$ cat src/rtl/ccu_snoop_resp_merge.sv
// Fans one AC snoop out to the masked cached masters, merges their CR responses into one, then
// forwards a single CD burst and drains the others. One snoop transaction in flight at a time.
module ccu_snoop_resp_merge #(
  parameter int unsigned NumSnp      = 4,
  parameter int unsigned AcWidth     = 48,
  parameter int unsigned CdDataWidth = 64
) (
  input  logic                                clk_i,
  input  logic                                rst_ni,
  input  logic                                ac_valid_i,
  output logic                                ac_ready_o,
  input  logic [AcWidth-1:0]                  ac_i,
  input  logic [NumSnp-1:0]                   mask_i,
  output logic                                cr_valid_o,
  input  logic                                cr_ready_i,
  output logic [4:0]                          cr_resp_o,
  output logic                                cd_valid_o,
  input  logic                                cd_ready_i,
  output logic [CdDataWidth:0]                cd_o,
  output logic [NumSnp-1:0]                   snp_ac_valid_o,
  input  logic [NumSnp-1:0]                   snp_ac_ready_i,
  output logic [AcWidth-1:0]                  snp_ac_o,
  input  logic [NumSnp-1:0]                   snp_cr_valid_i,
  output logic [NumSnp-1:0]                   snp_cr_ready_o,
  input  logic [NumSnp*5-1:0]                 snp_cr_resp_i,
  input  logic [NumSnp-1:0]                   snp_cd_valid_i,
  output logic [NumSnp-1:0]                   snp_cd_ready_o,
  input  logic [NumSnp*(CdDataWidth+1)-1:0]   snp_cd_i
);

  // A CD beat is {data, last}; last sits in bit 0.
  localparam int CdWidth = int'(CdDataWidth) + 1;
  localparam int SelW    = (NumSnp > 1) ? $clog2(NumSnp) : 1;
  localparam int RespDt  = 0;
  localparam int RespPd  = 2;

  typedef enum logic [2:0] {StIdle, StBcast, StCollect, StResp, StData} state_e;

  state_e               state_q, state_d;
  logic [AcWidth-1:0]   ac_q, ac_d;
  logic [NumSnp-1:0]    mask_q, mask_d;
  logic [NumSnp-1:0]    ac_done_q, ac_done_d;
  logic [NumSnp-1:0]    cr_done_q, cr_done_d;
  logic [NumSnp-1:0]    cd_done_q, cd_done_d;
  logic [NumSnp*5-1:0]  resp_q, resp_d;

  logic [NumSnp-1:0]    ac_hs, cr_hs, cd_last_hs;
  logic [NumSnp-1:0]    dt_vec, pd_dt_vec;
  logic [4:0]           merged;
  logic [SelW-1:0]      sel;

  assign snp_ac_o = ac_q;
  assign ac_hs    = snp_ac_valid_o & snp_ac_ready_i;
  assign cr_hs    = snp_cr_ready_o & snp_cr_valid_i;

  always_comb begin
    cd_last_hs = '0;
    for (int i = 0; i < int'(NumSnp); i++) begin
      cd_last_hs[i] = snp_cd_valid_i[i] & snp_cd_ready_o[i] & snp_cd_i[i*CdWidth];
    end
  end

  // Merge is derived purely from registers, so it holds steady while cr_valid_o waits.
  always_comb begin
    merged    = '0;
    dt_vec    = '0;
    pd_dt_vec = '0;
    for (int i = 0; i < int'(NumSnp); i++) begin
      if (mask_q[i]) begin
        merged = merged | resp_q[i*5 +: 5];
      end
      dt_vec[i]    = mask_q[i] & resp_q[i*5 + RespDt];
      pd_dt_vec[i] = dt_vec[i] & resp_q[i*5 + RespPd];
    end
  end

  // Dirty data wins over clean; ties go to the lowest index.
  always_comb begin
    sel = '0;
    if (|pd_dt_vec) begin
      for (int i = int'(NumSnp) - 1; i >= 0; i--) begin
        if (pd_dt_vec[i]) sel = SelW'(i);
      end
    end else begin
      for (int i = int'(NumSnp) - 1; i >= 0; i--) begin
        if (dt_vec[i]) sel = SelW'(i);
      end
    end
  end

  always_ff @(posedge clk_i or negedge rst_ni) begin
    if (!rst_ni) begin
      state_q   <= StIdle;
      ac_q      <= '0;
      mask_q    <= '0;
      ac_done_q <= '0;
      cr_done_q <= '0;
      cd_done_q <= '0;
      resp_q    <= '0;
    end else begin
      state_q   <= state_d;
      ac_q      <= ac_d;
      mask_q    <= mask_d;
      ac_done_q <= ac_done_d;
      cr_done_q <= cr_done_d;
      cd_done_q <= cd_done_d;
      resp_q    <= resp_d;
    end
  end

  always_comb begin
    state_d   = state_q;
    ac_d      = ac_q;
    mask_d    = mask_q;
    ac_done_d = ac_done_q;
    cr_done_d = cr_done_q;
    cd_done_d = cd_done_q;
    resp_d    = resp_q;
    unique case (state_q)
      StIdle: begin
        if (ac_valid_i) begin
          ac_d      = ac_i;
          mask_d    = mask_i;
          ac_done_d = '0;
          cr_done_d = '0;
          cd_done_d = '0;
          resp_d    = '0;
          state_d   = (mask_i == '0) ? StResp : StBcast;
        end
      end
      StBcast: begin
        ac_done_d = ac_done_q | ac_hs;
        if ((mask_q & ~ac_done_d) == '0) state_d = StCollect;
      end
      StCollect: begin
        for (int i = 0; i < int'(NumSnp); i++) begin
          if (cr_hs[i]) resp_d[i*5 +: 5] = snp_cr_resp_i[i*5 +: 5];
        end
        cr_done_d = cr_done_q | cr_hs;
        if ((mask_q & ~cr_done_d) == '0) state_d = StResp;
      end
      StResp: begin
        if (cr_ready_i) state_d = (dt_vec == '0) ? StIdle : StData;
      end
      StData: begin
        cd_done_d = cd_done_q | cd_last_hs;
        if ((dt_vec & ~cd_done_d) == '0) state_d = StIdle;
      end
      default: state_d = StIdle;
    endcase
  end

  always_comb begin
    ac_ready_o     = 1'b0;
    cr_valid_o     = 1'b0;
    cr_resp_o      = '0;
    cd_valid_o     = 1'b0;
    cd_o           = '0;
    snp_ac_valid_o = '0;
    snp_cr_ready_o = '0;
    snp_cd_ready_o = '0;
    unique case (state_q)
      StIdle:    ac_ready_o = 1'b1;
      StBcast:   snp_ac_valid_o = mask_q & ~ac_done_q;
      StCollect: snp_cr_ready_o = mask_q & ~cr_done_q;
      StResp: begin
        cr_valid_o = 1'b1;
        cr_resp_o  = merged;
      end
      StData: begin
        // Everyone with data is drained; the selected master is steered to the controller.
        snp_cd_ready_o = dt_vec & ~cd_done_q;
        if (!cd_done_q[sel]) begin
          cd_valid_o          = snp_cd_valid_i[sel];
          cd_o                = snp_cd_i[int'(sel)*CdWidth +: CdWidth];
          snp_cd_ready_o[sel] = cd_ready_i;
        end
      end
      default: ;
    endcase
  end

  cr_stable_a: assert property (@(posedge clk_i) disable iff (!rst_ni)
    (cr_valid_o && !cr_ready_i) |=> (cr_valid_o && $stable(cr_resp_o)));

  unmasked_quiet_a: assert property (@(posedge clk_i) disable iff (!rst_ni)
    ((snp_ac_valid_o | snp_cr_ready_o | snp_cd_ready_o) & ~mask_q) == '0);

  ac_ready_idle_a: assert property (@(posedge clk_i) disable iff (!rst_ni)
    ac_ready_o == (state_q == StIdle));

endmodule
$ cat config.mk
export PLATFORM = sky130hd
export DESIGN_NAME = ccu_snoop_resp_merge
export DESIGN_NICKNAME = d
export VERILOG_FILES = /design/src/rtl/ccu_snoop_resp_merge.sv
export SDC_FILE = /design/constraint.sdc
export NUM_CORES = 1
export LEC_CHECK = 0
export ABC_CLOCK_PERIOD_IN_PS = 3200
export CAP_MARGIN = 20
export CORE_AREA = 5 5 184 186
export DETAILED_ROUTE_END_ITERATION = 10
export DIE_AREA = 0 0 189 191
export PLACE_DENSITY = 0.6
export SLEW_MARGIN = 20
export SYNTH_ARGS = -nofsm -noshare
export SYNTH_HDL_FRONTEND = slang
export SYNTH_SLANG_ARGS = --single-unit
$ cat constraint.sdc
create_clock -name clk_i -period 3.2 [get_ports clk_i]
set_clock_uncertainty 0.15 [all_clocks]
set_input_delay 0.32 -clock clk_i [delete_from_list [all_inputs] [get_ports clk_i]]
set_output_delay 0.32 -clock clk_i [all_outputs]
set_load 0.05 [all_outputs]
Word-level counts from Yosys, hierarchy flattened --
Index checks and enable logic that the tools add are counted.
Operators by class: multipliers 1, order comparisons 2, eq/ne operators 13, shift operators 1, mux-type cells 49, bitwise operators 36, reductions and logical operators 20
Operators with widths (count):
- 260-bit by 10-bit indexed part select with 65-bit output | 1
- 65-bit two-way mux | 2
- 5-bit two-way mux | 9
- 20-bit one-hot mux with 2 select lines | 1
- 4-bit bitwise AND | 8
- 4-bit NOT | 6
- 4-bit one-hot mux with 2 select lines | 3
- 4-bit zero test | 5
- 2-bit two-way mux | 10
- 20-bit two-way mux | 1
- 4-bit two-way mux | 5
- 3-bit two-way mux | 6
- 2-bit inequality test, second input constant | 9
- 1-bit bitwise AND | 16
- 5-bit bitwise OR | 3
- 3-bit one-hot mux with 5 select lines | 1
- 4-bit bitwise OR | 3
- 3-bit AND reduction | 4
- 2-bit by 7-bit multiplier with 9-bit output, second input constant | 1
- 2-bit AND reduction | 4
- 1-bit two-way mux | 7
- 3-bit by 2-bit equality test with 1-bit output, second input constant | 2
- 2-bit nonzero test | 3
- 5-bit AND reduction | 1
- 10 further kinds | 11
Word-level totals: register bits 87, input bits 349

Depth between registers and ports, before layout --
Gate-level depths: netlist of run 1.
depth in word-level cells 22, depth in mapped cells 9

Least setup slack after synthesis of run 1 --
Ideal clock, no wire load.
path kind flip-flop to flip-flop, from register resp_q[10], to register cd_done_q[3], library setup time 75 ps, arrival 3339 ps, data required time 2975 ps, slack -363 ps, cell stages (with the launch flop) 7, period minus slack after synthesis 3563 ps, path through dfrtp_1 -> a22oi_1 -> o311ai_1 -> nand2_1 -> nor2_1 -> a2111oi_1 -> a32o_1
Between the ends: longest elaborated chain between the ends 17
RTL lines:
- start, declared | line 45 | logic [NumSnp*5-1:0] resp_q, resp_d;
- start signal, assigned | line 107 | resp_q <= resp_d;
- 1-bit bitwise AND * | line 72 | dt_vec[i] = mask_q[i] & resp_q[i*5 + RespDt];
- 1-bit bitwise AND | line 73 | pd_dt_vec[i] = dt_vec[i] & resp_q[i*5 + RespPd];
- 2-bit two-way mux (3 in a row) | line 82 | if (pd_dt_vec[i]) sel = SelW'(i);
- 2-bit two-way mux * | line 80 | if (|pd_dt_vec) begin
- 2-bit by 3-bit less-than comparator with 1-bit output (not written as such) or 2-bit by 1-bit >= comparator with 1-bit output (tied branches) | line 176 | snp_cd_ready_o[sel] = cd_ready_i;
- 1-bit logical AND (not written as such) | line 176
- 1-bit two-way mux (not written as such) | line 176
- 1-bit demux with 2-bit select | line 176
- 4-bit bitwise mux | line 176
- 4-bit two-way mux * | line 173 | if (!cd_done_q[sel]) begin
- 4-bit two-way mux * | line 162 | unique case (state_q)
- via snp_cd_ready_o[3] | line 27 | output logic [NumSnp-1:0] snp_cd_ready_o,
- 1-bit bitwise AND * (2 in a row) | line 59 | cd_last_hs[i] = snp_cd_valid_i[i] & snp_cd_ready_o[i] & snp_cd_i[i*CdWidth];
- 4-bit bitwise OR * | line 146 | cd_done_d = cd_done_q | cd_last_hs;
- 4-bit one-hot mux with 2 select lines * | line 119 | unique case (state_q)
- end signal, assigned | line 106 | cd_done_q <= cd_done_d;
- end, declared | line 44 | logic [NumSnp-1:0] cd_done_q, cd_done_d;
Mark *: on every way through the listed nets, which the timed path passes. The rest lies on a longest branch. The select of a mux whose other input is x is not followed. A chain may end at the register's enable or synchronous reset.

Final worst setup path of run 1 --
from register resp_q[0], to output port cd_o[11]
Between the ends: longest elaborated chain between the ends 8
RTL lines:
- 1-bit bitwise AND * | line 72
- 1-bit bitwise AND | line 73
- 4-bit OR reduction or 2-bit two-way mux (tied branches) | line 80, 82
- 2-bit two-way mux * | line 80
- 2-bit by 7-bit multiplier with 9-bit output or 1-bit binary-select mux with 2-bit select (tied branches) | line 175, 173
- 260-bit by 10-bit indexed part select with 65-bit output or 1-bit two-way mux (tied branches) | line 175, 173
- 65-bit two-way mux * | line 173
- 65-bit two-way mux * | line 162
- end, declared | line 19 | output logic [CdDataWidth:0] cd_o,
Mark *: on every way between the ends. The rest lies on a longest branch, timed or not. The select of a mux whose other input is x is not followed.

==> impl_metrics.ini, run 1 <==
[synth]
ys_ff_latch = 87
syn_area_per_cell_um2 = 9.64
synth-edff-count = 0
synthArstFlopShare_pct = 100
synth_compound_area_share_pct = 9.16
synth_nets = 967
synthAdderAreaFrac_pct = 0
synth_area_um2 = 5960
synth_top_family_by_area = simple AND/OR/NAND/NOR gates
syn_inst = 618
synthSimpleGateAreaFrac_pct = 25.3
muxShareOfSynthArea_pct = 25.0
synthFlopType = dfrtp_1
synth_xor_area_share_pct = 0
synth-seq-area-share_pct = 36.5
yosys_warnings = 0
synth_cell_types = 41

[worst_hold_path]
holdCritStartpoint = snp_ac_o[10]$_DFFE_PN0P_
hold_end = snp_ac_o[10]$_DFFE_PN0P_
worstHoldPathCells = 2
min_path_type = flip-flop to flip-flop

[detailed_routing]
drc = 0
vias_per_cell = 4.58
wl_per_cell_um = 23.9
ant_nets = 0
drtIter0Drc = 299
route.vias.total = 7058
drt_pass1_iterations = 5
routed_wl_um = 36900

[floorplanning]
pin_count = 482
start_util_pct = 18.5
die_h_um = 191
dieArea_um2 = 36100
core_area_um2 = 32100
row_count = 66
die_x_um = 189

[timing]
rsz0062_at_grt = true
hold_ws_ps = 321
setup_viol = 0
slew_violations = 0
post-route-min-period_ps = 3140
hold_viol = 0
fin_crit_sh_pct = 98.2
worst_pin_slew_ps = 813
fmax_mhz = 318
max_slew_margin_pct = 45.1
worst_slack_ps = 58.5

[worst_setup_path]
arrival_ps = 2670
path_class = flip-flop to output port
crit_slowest_cell = mux4_2
rrSetupSlack_ps = 780
crit_path_start_kind = flip-flop
worst-path-max-fanout = 8
end_kind = output port
worstReg2RegEnd = cd_done_q[3]$_DFFE_PN0P_
crit_chain = and2_4 -> a311oi_4 -> o31ai_4 -> buf_12 -> buf_16 -> clkbuf_16 -> mux4_2 -> and2_4 -> buf_6
crit_top_cell = and2_4
cp_slowest_stage_delay_ps = 500
cp.required_ps = 2730
r2r_cells = 7
timing.rr.start = mask_q[3]$_DFFE_PN0P_
path_buf_inv = 4
path_delay_family = buffers and inverters

[layout]
area_growth_pct = 118
layout-drive-gt1-share_pct = 25.7
nets = 1466

[grt]
grt_pass1_vias = 7455
grt_usage_pct = 18.7
antenna_found_initial = 16
grt_util_met3_pct = 6.79
grt_max_degree = 61
grt_overflow_total = 0
grt_use_met1_pct = 21.4
use_met2_pct = 32.5
grt_pass1_wl_um = 50500
grt_busiest_layer = met2

[placement]
port_buffers = 481
dp_hpwl_um = 29000
gp_congestion = 0.920
dpl_worst_slack_ps = 253

[outcome]
status = finished clean

[clocking]
clkSlewWorstSetupHoldPaths_ps = 70
cts-root-buf = clkbuf_16
clk_path_buf_depth = 2
cts_buffers = 9
htreeDepth = 3
cts_tree = yes
worstSkewPairLatency_ps = 360
cts.sinks = 87

[pwr]
fin_total_pwr_uw = 8870
cellPowerDensity_nw_per_um2 = 682
power.leakage_uw = 0.00528
vdd_drop_max_uv = 670

[flow_run]
cap_violations = 0
flip-flops by register name (all words and copies together), names as in the netlist:
signal	cells
cr_done_q	4
ac_done_q	4
state_q	3
cd_done_q	4
snp_ac_o	48
resp_q	20
mask_q	4
worst max path at each step:
stage / end / start / depth (start not counted) / slack [ps]
finish: cd_o[11] / resp_q[0]$_DFFE_PN0P_ / 9 / 60
global route: cd_o[14] / resp_q[0]$_DFFE_PN0P_ / 9 / -50
CTS: cd_o[59] / mask_q[3]$_DFFE_PN0P_ / 8 / -30
detailed placement: cd_o[5] / mask_q[1]$_DFFE_PN0P_ / 8 / 250
global placement: cd_o[5] / mask_q[1]$_DFFE_PN0P_ / 8 / 270
floorplan: cd_done_q[2]$_DFFE_PN0P_ / resp_q[0]$_DFFE_PN0P_ / 7 / 160
per-layer routing:
layer / vias up / routed length (µm)
met5: - / 27
met1: 3462 / 14000
met4: 4 / 988
li1: 3207 / -
met3: 44 / 3080
met2: 341 / 18800
cell families (layout without fill, tap and decap cells):
family	after synthesis	count (layout)
compound gates	81	81
simple gates	334	334
buf+inv	50	554
other cells	0	11
mux	66	66
flops	87	87
final cells by class:
type | count | area [µm²]
fillers | 3078 | 19100
diodes | 11 | 27.5
flip-flops and latches | 87 | 2180
repair buffers | 532 | 6170
clock buffers | 9 | 225
well taps | 408 | 510
multi-input cells | 481 | 3780
clock inverters | 7 | 81.3
inverters | 6 | 22.5
cells in the mapped netlist (2+ instances only):
cell	count	area share, %
buf_6	3	0.57
a22o_1	2	0.29
and2_1	69	7.2
a21oi_1	14	1.2
mux4_2	66	25
nand2_1	212	13
nor2_1	22	1.4
nand3b_1	2	0.25
nor3b_1	7	0.88
buf_2	14	1.2
nand3_1	9	0.76
a211oi_1	3	0.38
dfrtp_1	87	37
a22oi_1	9	1.1
a31oi_1	6	0.63
a2111oi_1	2	0.34
o21ai_0	25	2.1
a2111oi_0	2	0.29
nand2b_1	3	0.32
o41ai_1	3	0.44
inv_1	6	0.38
nor3_1	3	0.25
nor4_1	4	0.42
a32o_1	3	0.50
clkbuf_1	23	1.4
buf_4	4	0.50
power by group:
group          total (µW)  internal, µW  switching [µW]
sequential           1940          1580             353
clock                1090           560             532
combinational        5840          2670            3180
layout by cell type (no fill, tap or decap), types with 5 or more instances in the layout:
| cell type | count |
|---|---|
| buf_8 | 11 |
| a22oi_1 | 9 |
| dfrtp_1 | 85 |
| buf_6 | 11 |
| clkdlybuf4s50_1 | 405 |
| mux4_2 | 66 |
| buf_4 | 28 |
| clkbuf_16 | 15 |
| nand3_1 | 7 |
| and2_4 | 60 |
| o21ai_0 | 24 |
| a21oi_1 | 12 |
| buf_16 | 8 |
| nor3b_1 | 7 |
| a31oi_1 | 6 |
| inv_1 | 5 |
| diode_2 | 11 |
| and2_1 | 9 |
| buf_12 | 62 |
| nand2_1 | 208 |
| nor2_1 | 20 |
worst reg2reg max path: stages (launching register included):
cell and delay [ps]:
dfrtp_1 430, buf_6 170, a22oi_1 250, o311ai_1 190, nand2_2 210, nor2_1 90, a2111oi_2 620, a32o_1 240
repair_timing:
item,in CTS,in global routing
gates resized for setup,14,104
hold buffers,1,0
endpoints found under the setup margin,51,68
gates cloned,5,6
buffers inserted,11,5
hold endpoints to repair,42,0
pin swaps,4,33
per-stage QoR:
stage,util (%),TNS (ps),instances,instance area (µm²)
after detailed placement,36.9,0,1487,11800
final,40.5,0,1541,13000
after global routing,40.5,-708,1541,13000
after CTS,38.8,-200,1520,12500
after floorplan,-,0,618,5970
after global placement,36.9,0,1487,11800
Note: power is estimated with default switching activity, not from simulation.
==> inputs of run 2 (changes only) <==
PLACE_DENSITY = 0.52   (was 0.6)
==> run 2 against run 1 <==
Against the previous run: via count down 3.3%; first-iteration DRC count decreased by 16%; utilization fell by 2.6 points; total power is 6.5% lower; hold slack gained 0.54 ps; sequential power is essentially flat; register-to-register slack better by 50 ps; final cell count down 1.7%; non-clock buffer count is 25 lower; combinational power is 9.4% lower; wire length decreased by 2.3%; critical endpoint is now cd_o[12].
==> impl_metrics.ini, run 2 (synthesized netlist as in run 1, its figures left out) <==
[grt]
grt_usage_pct = 18.6
antenna_found_initial = 12
grt_overflow_total = 0
grt_max_degree = 59
grt_pass1_wl_um = 49700
grt_pass1_vias = 7222

[clocking]
cts.sinks = 87
worstSkewPairLatency_ps = 350
cts_buffers = 9
htreeDepth = 3
cts-root-buf = clkbuf_16
cts_tree = yes
clk_path_buf_depth = 2
clkSlewWorstSetupHoldPaths_ps = 70

[outcome]
status = finished clean

[detailed_routing]
drc = 0
wl_per_cell_um = 23.8
route.vias.total = 6827
drtIter0Drc = 250
routed_wl_um = 36000
vias_per_cell = 4.51
ant_nets = 0
drt_pass1_iterations = 4

[pwr]
cellPowerDensity_nw_per_um2 = 681
vdd_drop_max_uv = 505
fin_total_pwr_uw = 8300
power.leakage_uw = 0.00495

[layout]
layout-drive-gt1-share_pct = 18.5
largest_register_ffs = 48
layout_commonest_cell = clkdlybuf4s50_1
fin_cells = 1515
nets = 1441
area_growth_pct = 104
layout_common_cells = clkdlybuf4s50_1, nand2_1, dfrtp_1, and2_1, mux4_2
final_util_pct = 37.9

[placement]
dp.cells = 1480
dp_hpwl_um = 29900
port_buffers = 481
dpl_worst_slack_ps = 282
gp_congestion = 0.843

[timing]
setup_viol = 0
post-route-min-period_ps = 3110
rsz0062_at_grt = true
worst_slack_ps = 93.4
worst_pin_slew_ps = 857
fin_crit_sh_pct = 97.1
slew_violations = 0
fmax_mhz = 322
max_slew_margin_pct = 42.1
hold_viol = 0

[flow_run]
cap_violations = 0

[worst_setup_path]
path_class = flip-flop to output port
crit_path_start_kind = flip-flop
end_kind = output port
arrival_ps = 2640
r2r_cells = 6
worst-path-max-fanout = 14
cp.required_ps = 2730
rrSetupSlack_ps = 830
worstReg2RegEnd = cd_done_q[3]$_DFFE_PN0P_
timing.rr.start = resp_q[10]$_DFFE_PN0P_

[worst_hold_path]
holdCritStartpoint = snp_ac_o[12]$_DFFE_PN0P_
worstHoldPathCells = 2
min_path_type = flip-flop to flip-flop
hold_end = snp_ac_o[12]$_DFFE_PN0P_

[floorplanning]
dieArea_um2 = 36100
pin_count = 482
start_util_pct = 18.5
row_count = 66
die_x_um = 189
die_h_um = 191
core_area_um2 = 32100
## run 2: repair_timing
| item | in CTS | in global routing |
|---|---|---|
| pin swaps | 1 | 0 |
| setup buffers | 1 | 4 |
| gates resized for setup | 11 | 7 |
| hold buffers | 1 | 0 |
| gates cloned | 2 | 1 |
| setup endpoints to repair | 66 | 56 |
| hold endpoints to repair | 41 | 0 |
## run 2: metrics by stage
stage                     TNS, ps  cell area [µm²]  hold WS (ps)
after detailed placement        0            11600           215
after global placement          0            11600           217
after CTS                   -60.4            12100           319
after floorplan                 0             5970          -126
final                           0            12200           322
after global routing        -51.5            12200           334
## run 2: cell type report
class | count | area (µm²)
multi-input combinational | 481 | 3620
inverter | 6 | 22.5
tap | 408 | 510
sequential | 87 | 2180
timing repair buffer | 507 | 5520
clock inverter | 7 | 73.8
antenna | 10 | 25.0
clock buffer | 9 | 225
fill | 3246 | 19900
## run 2: critical path, cell delays in order, from the launching register on
cell	delay, ps
dfrtp_1	430
nand3_2	130
a21oi_2	100
o31ai_4	290
buf_12	190
buf_16	180
mux4_2	570
and2_1	190
buf_4	190
## run 2: where the power goes
group	switching [µW]	internal [µW]	leakage (µW)	total, µW
Combinational	3000	2290	0.00368	5290
Clock	525	554	0.000147	1080
Sequential	345	1590	0.00112	1930
## run 2: worst max path at each step
stage / slack, ps / cells past startpoint / end / start
CTS: -10 / 8 / cd_o[18] / mask_q[3]$_DFFE_PN0P_
detailed placement: 280 / 7 / cd_o[6] / mask_q[1]$_DFFE_PN0P_
floorplan: 160 / 7 / cd_done_q[2]$_DFFE_PN0P_ / resp_q[0]$_DFFE_PN0P_
global route: -20 / 8 / cd_o[14] / resp_q[0]$_DFFE_PN0P_
global placement: 300 / 8 / cd_o[14] / mask_q[1]$_DFFE_PN0P_
finish: 90 / 8 / cd_o[12] / mask_q[3]$_DFFE_PN0P_
## run 2: metal layers
layer | part of all wire, % | GRT usage (%) | vias up
met5 | 0 | 0 | -
met3 | 8.4 | 6.37 | 26
met2 | 51 | 32.5 | 300
met4 | 1.7 | 5.04 | 0
li1 | - | - | 3157
met1 | 39 | 21.9 | 3344
